**src/rtl/bist_pkg.sv**
```systemverilog
// Shared BIST definitions: FSM state encoding and the LFSR/SISR polynomial constants.
// Latency: n/a (package only).
// Backpressure: n/a (package only).
package bist_pkg;

  localparam int unsigned BIST_SIG_W = 8;
  localparam logic [BIST_SIG_W-1:0] BIST_POLY = 8'h8E;
  localparam logic [BIST_SIG_W-1:0] BIST_SEED = 8'h00;

  typedef enum logic [1:0] {
    IDLE  = 2'd0,
    RUN   = 2'd1,
    CHECK = 2'd2,
    DONE  = 2'd3
  } bist_state_e;

endpackage

```
**src/rtl/bist_sisr_core.sv**
```systemverilog
// Serial-input signature register: shifts left, feeding back tap parity XOR din into bit 0.
// Latency: sig reflects a load/shift on the edge after it is requested.
// Backpressure: none; steps only when shift=1, load wins over shift.
module bist_sisr_core #(
  parameter int unsigned     SIG_W = 8,
  parameter logic [SIG_W-1:0] POLY = 8'h8E
) (
  input  logic             clk,
  input  logic             rst,
  input  logic             load,
  input  logic             shift,
  input  logic [SIG_W-1:0] seed,
  input  logic             din,
  output logic [SIG_W-1:0] sig
);

  logic [SIG_W-1:0] sig_q;
  logic [SIG_W-1:0] sig_d;
  logic             fb;

  // Next signature: reload seed, take one compaction step, or hold.
  always_comb begin
    fb    = (^(sig_q & POLY)) ^ din;
    sig_d = sig_q;
    if (load) begin
      sig_d = seed;
    end else if (shift) begin
      sig_d = {sig_q[SIG_W-2:0], fb};
    end
  end

  // Signature register; reset returns it to the seed value.
  always_ff @(posedge clk) begin
    if (rst) begin
      sig_q <= seed;
    end else begin
      sig_q <= sig_d;
    end
  end

  assign sig = sig_q;

endmodule

```
**src/rtl/bist_signature_analyzer.sv**
```systemverilog
// BIST response analyzer: compacts num_bits scan bits into a SISR signature and compares to golden.
// Latency: done/pass visible two edges after the final accepted d_clk step.
// Backpressure: none; d_clk steps are ignored outside RUN or once the count is reached. Optional abort input under BIST_ABORT_EN.
module bist_signature_analyzer
  import bist_pkg::*;
#(
  parameter int unsigned      SIG_W = BIST_SIG_W,
  parameter int unsigned      CNT_W = 8,
  parameter logic [SIG_W-1:0] POLY  = BIST_POLY,
  parameter logic [SIG_W-1:0] SEED  = BIST_SEED
) (
  input  logic             clk,
  input  logic             rst,
  input  logic             d_clk,
  input  logic             start,
  input  logic             scan_bit,
  input  logic [CNT_W-1:0] num_bits,
  input  logic [SIG_W-1:0] golden,
`ifdef BIST_ABORT_EN
  input  logic             abort,
`endif
  output logic [SIG_W-1:0] signature,
  output logic [CNT_W-1:0] bit_count,
  output logic             busy,
  output logic             done,
  output logic             pass
);

  bist_state_e      state_q, state_d;
  logic [CNT_W-1:0] cnt_q, cnt_d;
  logic [CNT_W-1:0] nbits_q, nbits_d;
  logic             done_q, done_d;
  logic             pass_q, pass_d;
  logic             sisr_load;
  logic             sisr_shift;
  logic [SIG_W-1:0] sig;

  bist_sisr_core #(
    .SIG_W (SIG_W),
    .POLY  (POLY)
  ) u_sisr (
    .clk   (clk),
    .rst   (rst),
    .load  (sisr_load),
    .shift (sisr_shift),
    .seed  (SEED),
    .din   (scan_bit),
    .sig   (sig)
  );

  // Next-state and control: count check precedes the shift so the counter never passes num_bits.
  always_comb begin
    state_d    = state_q;
    cnt_d      = cnt_q;
    nbits_d    = nbits_q;
    done_d     = done_q;
    pass_d     = pass_q;
    sisr_load  = 1'b0;
    sisr_shift = 1'b0;
    case (state_q)
      IDLE, DONE: begin
        if (start) begin
          state_d   = RUN;
          sisr_load = 1'b1;
          cnt_d     = '0;
          nbits_d   = num_bits;
          pass_d    = 1'b0;
          done_d    = 1'b0;
        end
      end
      RUN: begin
        if (cnt_q == nbits_q) begin
          state_d = CHECK;
        end else if (d_clk) begin
          sisr_shift = 1'b1;
          cnt_d      = cnt_q + CNT_W'(1);
        end
      end
      CHECK: begin
        pass_d  = (sig == golden);
        done_d  = 1'b1;
        state_d = DONE;
      end
      default: state_d = IDLE;
    endcase
`ifdef BIST_ABORT_EN
    // Abort drops back to IDLE but leaves signature and count visible for debug.
    if (abort && (state_q == RUN || state_q == CHECK)) begin
      state_d    = IDLE;
      cnt_d      = cnt_q;
      done_d     = 1'b0;
      pass_d     = 1'b0;
      sisr_shift = 1'b0;
      sisr_load  = 1'b0;
    end
`endif
  end

  // State, counter, latched length and result flags.
  always_ff @(posedge clk) begin
    if (rst) begin
      state_q <= IDLE;
      cnt_q   <= '0;
      nbits_q <= '0;
      done_q  <= 1'b0;
      pass_q  <= 1'b0;
    end else begin
      state_q <= state_d;
      cnt_q   <= cnt_d;
      nbits_q <= nbits_d;
      done_q  <= done_d;
      pass_q  <= pass_d;
    end
  end

  assign signature = sig;
  assign bit_count = cnt_q;
  assign busy      = (state_q == RUN) || (state_q == CHECK);
  assign done      = done_q;
  assign pass      = pass_q;

endmodule

```
**config.mk**
```make
export PLATFORM = sky130hd
export DESIGN_NAME = bist_signature_analyzer
export DESIGN_NICKNAME = d
export VERILOG_FILES = /design/src/rtl/bist_pkg.sv /design/src/rtl/bist_sisr_core.sv /design/src/rtl/bist_signature_analyzer.sv
export SDC_FILE = /design/constraint.sdc
export NUM_CORES = 1
export LEC_CHECK = 0
export CAP_MARGIN = 20
export CORE_MARGIN = 4
export CORE_UTILIZATION = 51
export CTS_BUF_LIST = sky130_fd_sc_hd__clkbuf_2
export DETAILED_ROUTE_END_ITERATION = 6
export PLACE_DENSITY = 0.93
export SYNTH_ARGS = -nofsm -noshare
export SYNTH_HDL_FRONTEND = slang
export SYNTH_HIERARCHICAL = 1
export SYNTH_SLANG_ARGS = --single-unit
```
**constraint.sdc**
```tcl
create_clock -name clk -period 2.4 [get_ports clk]
set_clock_uncertainty 0.1 [all_clocks]
set_input_delay 0.48 -clock clk [delete_from_list [all_inputs] [get_ports clk]]
set_output_delay 0.48 -clock clk [all_outputs]
set_load 0.01 [all_outputs]
```
* After elaboration in Yosys (flattened, before gate mapping) *
Index checks and enable logic that the tools add are counted.

word-level totals
  register bits = 28
  output and inout bits = 19

cells by class
  reduce and logical (&&, ||, !) cells = 11
  muxes and demuxes = 15
  add/sub/neg operators = 1
  equality and inequality tests = 9
  bitwise logic cells = 1

operators by type and width
  kind                                                              count
  8-bit two-way mux                                                 3
  8-bit == test                                                     2
  8-bit one-hot mux with 2 select lines                             1
  8-bit by 1-bit adder with 8-bit output (second input constant)    1
  2-bit != test (second input constant)                             4
  8-bit XOR reduction                                               1
  1-bit two-way mux                                                 6
  2-bit one-hot mux with 3 select lines                             1
  2-bit AND reduction                                               3
  2-bit == test (second input constant)                             2
  2-bit two-way mux                                                 2
  1-bit one-hot mux with 2 select lines                             2
  4-bit AND reduction                                               1
  2-bit nonzero test                                                2
  2-bit OR reduction                                                2
  2-bit by 1-bit == test with 1-bit output (second input constant)  1
  2-bit logical NOT                                                 1
  1-bit logical OR                                                  1
  1-bit XOR                                                         1

* Depth between registers and ports, before layout *
  depth after elaboration = 4
  mapped depth = 8

* Hierarchy *
Netlist, hierarchy kept.

modules (own cells, without submodules)
  module                   instances  cells each  area each (µm²)
  bist_signature_analyzer  1          150         1226.2
  bist_sisr_core           1          21          386.6

* Worst setup path before layout *
No wires, ideal clock.

  path type = reg-to-reg
  from = register state_q[0]
  to = register cnt_q[6] (netlist: bit_count[6])
  data required time = 2180 ps
  library setup time = 120 ps
  clock period less this slack = 2070 ps
  slack = 330 ps
  arrival = 1850 ps
  stages on the path, launching flop included = 7
  cells stage by stage = dfxtp_1 > inv_1 > ha_1 > nand2b_2 > or4b_1 > o311a_1 > a211o_1

between the ends
  longest elaborated chain between the ends = 4
  elaborated cells on any way between the ends = 10
  classes of those cells = eq/ne: 5; mux: 1; reduce/logical: 4

ends and longest elaborated chain
  what                                                           RTL line                        source
  start: declaration                                             bist_signature_analyzer.sv:29   bist_state_e state_q, state_d;
  start signal: assignment                                       bist_signature_analyzer.sv:108  state_q <= state_d;
  2-bit == test or 2-bit logical NOT (tied branches)             bist_signature_analyzer.sv:60   case (state_q)
  2-bit OR reduction                                             bist_signature_analyzer.sv:60
  2-bit != test (no line) or 2-bit nonzero test (tied branches)  n/a
  4-bit AND reduction (no line)                                  n/a
  end signal: assignment                                         bist_signature_analyzer.sv:109  cnt_q <= cnt_d;
  end: declaration                                               bist_signature_analyzer.sv:30   logic [CNT_W-1:0] cnt_q, cnt_d;

Parallel ways exist; a longest one is shown, timed or not.
A chain may end at the register's enable or synchronous reset.

* Worst setup path in the final report *
  from = register cnt_q[0] (netlist: bit_count[0])
  to = register u_sisr.sig_q[0] (netlist: u_sisr/sig[0]) (enable)

between the ends
  longest elaborated chain between the ends = 3

ends and longest elaborated chain
  what                    RTL line                       source
  8-bit == test           bist_signature_analyzer.sv:72  if (cnt_q == nbits_q) begin
  1-bit two-way mux       bist_signature_analyzer.sv:72
  1-bit two-way mux       bist_signature_analyzer.sv:60
  named net sisr_shift    bist_signature_analyzer.sv:35  logic sisr_shift;
  end signal: assignment  bist_sisr_core.sv:37           sig_q <= sig_d;
  end: declaration        bist_sisr_core.sv:17           logic [SIG_W-1:0] sig_q;

The timed path passes the listed nets, and every way through them passes these cells.

==> flow_summary.json <==
{
  "top_layer_used": "met4",
  "dieArea_sq_um": 4130,
  "placed_area_sq_um": 2130,
  "yosys_warnings": 6,
  "numClockSinks": 28,
  "cp-end-kind": "flip-flop",
  "clkTransAtPathRegs_ps": 280,
  "die_h_microns": 64.2,
  "clk_latency_ps": 380,
  "clockBufferDepth": 2,
  "finish.net_count": 254,
  "period_share_pct": 94.2,
  "p_leak_nw": 0.898,
  "detail-route-antenna-nets": 0,
  "fin_tns_setup_ps": 0,
  "drc": 0,
  "final_area_sq_um": 2180,
  "wl_met2_microns": 2060,
  "start_util_pct": 53.3,
  "postSynthCellCount": 171,
  "drv_slew": 0,
  "crit_fanout": 8,
  "layout_commonest_cell": "clkdlybuf4s50_1",
  "die_width_microns": 64.2,
  "worstPathRequired_ps": 2410,
  "cap_violations": 0,
  "diodes": 0,
  "synthDistinctLibCells": 44,
  "wl_per_cell_microns": 15.2,
  "rsz0062_at_grt": "no",
  "firstDrtPassIters": 4,
  "postSynth.asyncResetShare_pct": 0,
  "grt_pass1_wl_microns": 6780,
  "met3_length_microns": 294,
  "post-place-ws_ps": 11.0,
  "area_growth_pct": 35.4,
  "viasPerCell": 5.48,
  "power.total_mw": 1.98,
  "avgSynthCellArea_sq_um": 9.43,
  "final_cell_mix": "clkdlybuf4s50_1 (38), nand2_1 (25), dfxtp_1 (19), a21oi_1 (15), buf_4 (13)",
  "overflow": 0,
  "synth_edf_count": 8,
  "fill_cells": 240,
  "power_density_nw_per_um2": 907,
  "hold_class": "reg -> reg",
  "arrival_ps": 2270,
  "htreeDepth": 1,
  "cts_tree": "built",
  "final-seq-area_sq_um": 642,
  "io_pins": 40,
  "synth_flop_cell": "dfxtp_1",
  "ctsHoldBuffers": 0,
  "ys_ff_latch": 28,
  "start_kind": "flip-flop",
  "rows": 20,
  "antenna_found_initial": 0,
  "syn_area_sq_um": 1610,
  "vias": 1491,
  "outcome": "completed",
  "place.gp.congestion": 0.887,
  "drt-total-wl_microns": 4130,
  "core_sq_um": 3030,
  "port_buffers": 39,
  "fin_crit_ps": 2260,
  "yosysSeqAreaShare_pct": 39.7,
  "wl_met1_microns": 1670,
  "setup.worst_path.class": "reg -> reg",
  "setup_ws_ps": 140,
  "vdd_ir_drop_max_mv": 0.470,
  "hold_viol": 0,
  "max_clock_freq_ghz": 0.442,
  "grtUsageTotal_pct": 21.3,
  "first_global_vias": 1372,
  "finalSetupViolCount": 0,
  "multi_input_area_sq_um": 928,
  "layout-drive-gt1-share_pct": 15.4,
  "drt_first_iter_violations": 135,
  "ctsRootBufferMaster": "clkbuf_2",
  "cts_buffers": 3,
  "grt_max_degree": 17,
  "dp_hpwl_microns": 3150
}
[layer usage]
layer / vias up / global-route usage, %
met5: - / 0
met4: 0 / 9.23
met3: 9 / 1.93
met2: 64 / 35.9
met1: 701 / 27.6
li1: 717 / -
[flip-flops by register name (all words and copies together), names as in the netlist]
register / cells
bit_count: 8
done: 1
state_q: 2
nbits_q: 8
u_sisr/sig: 8
pass: 1
[layout make-up]
cell class | instances | share of cell area [%]
Clock buffer | 3 | 0.688
Clock inverter | 1 | 1.38
Inverter | 7 | 1.20
Multi-Input combinational cell | 137 | 42.5
Sequential cell | 28 | 29.4
Tap cell | 44 | 2.52
Timing Repair Buffer | 52 | 22.3
[stage by stage]
stage                     std cells  hold WS, ps  utilization [%]
after floorplan                 178          345                -
after detailed placement        267          361             70.4
after CTS                       272          388             72.1
after global routing            272          423             72.1
final                           272          387             72.1
after global placement          267          344             70.4
[Yosys cell counts (2+ instances only)]
library cell,number,area (sq um)
nand2_1,25,93.8
dfxtp_1,20,400
a21oi_1,15,75.1
xor2_1,12,105
nor2_1,9,33.8
edfxtp_1,8,240
inv_1,7,26.3
mux2_2,7,78.8
nand3_1,7,35.0
xnor2_1,6,52.6
ha_1,4,50.1
nand4_1,4,25.0
clkbuf_1,3,11.3
nor4_1,3,18.8
o211ai_1,3,22.5
a211o_1,2,17.5
mux2_1,2,22.5
nor3_1,2,10.0
nor4b_1,2,17.5
o21ai_0,2,10.0
o311a_1,2,20.0
or3_1,2,12.5
or4_1,2,15.0
or4_4,2,22.5
[worst paths after layout]
kind | cells past startpoint | endpoint | startpoint | slack [ps]
worst max register to register | 5 | u_sisr/sig[0] | bit_count[0] | 140
worst min register to register | 2 | nbits_q[6] | nbits_q[6] | 390
worst max-delay path | 5 | u_sisr/sig[0] | bit_count[0] | 140
worst min-delay path | 2 | nbits_q[6] | nbits_q[6] | 390
[worst max-delay path: stages (launching register included)]
cell     delay (ps)
dfxtp_1         540
xor2_1          140
nor4_1          390
nand2_1         120
and3_1          210
or3_1           480
[where the power goes]
| group | total, mW | switching [mW] | internal (mW) |
|---|---|---|---|
| registers | 0.708 | 0.0958 | 0.612 |
| logic | 0.983 | 0.510 | 0.473 |
| clock network | 0.290 | 0.147 | 0.143 |
| total | 1.98 | 0.753 | 1.23 |
[timing repair]
| item | 4_1_cts | 5_1_grt |
|---|---|---|
| gates resized for setup | 2 | 0 |
| hold endpoints to repair | 0 | 0 |
| buffers inserted | 1 | 0 |
| endpoints found under the setup margin | 1 | 0 |
[cell families after synthesis]
| logic type | Yosys count | share of synthesized area (%) |
|---|---|---|
| and+or+nand+nor | 66 | 21.6 |
| other | 1 | 0.233 |
| DFF | 28 | 39.7 |
| adders and majority gates | 4 | 3.10 |
| buffers and inverters | 13 | 4.34 |
| xor gates and xnor gates | 19 | 11.2 |
| muxes | 10 | 7.21 |
| AOI/OAI and AO/OA | 30 | 12.6 |
No activity file was read; power rests on OpenSTA's default activity.
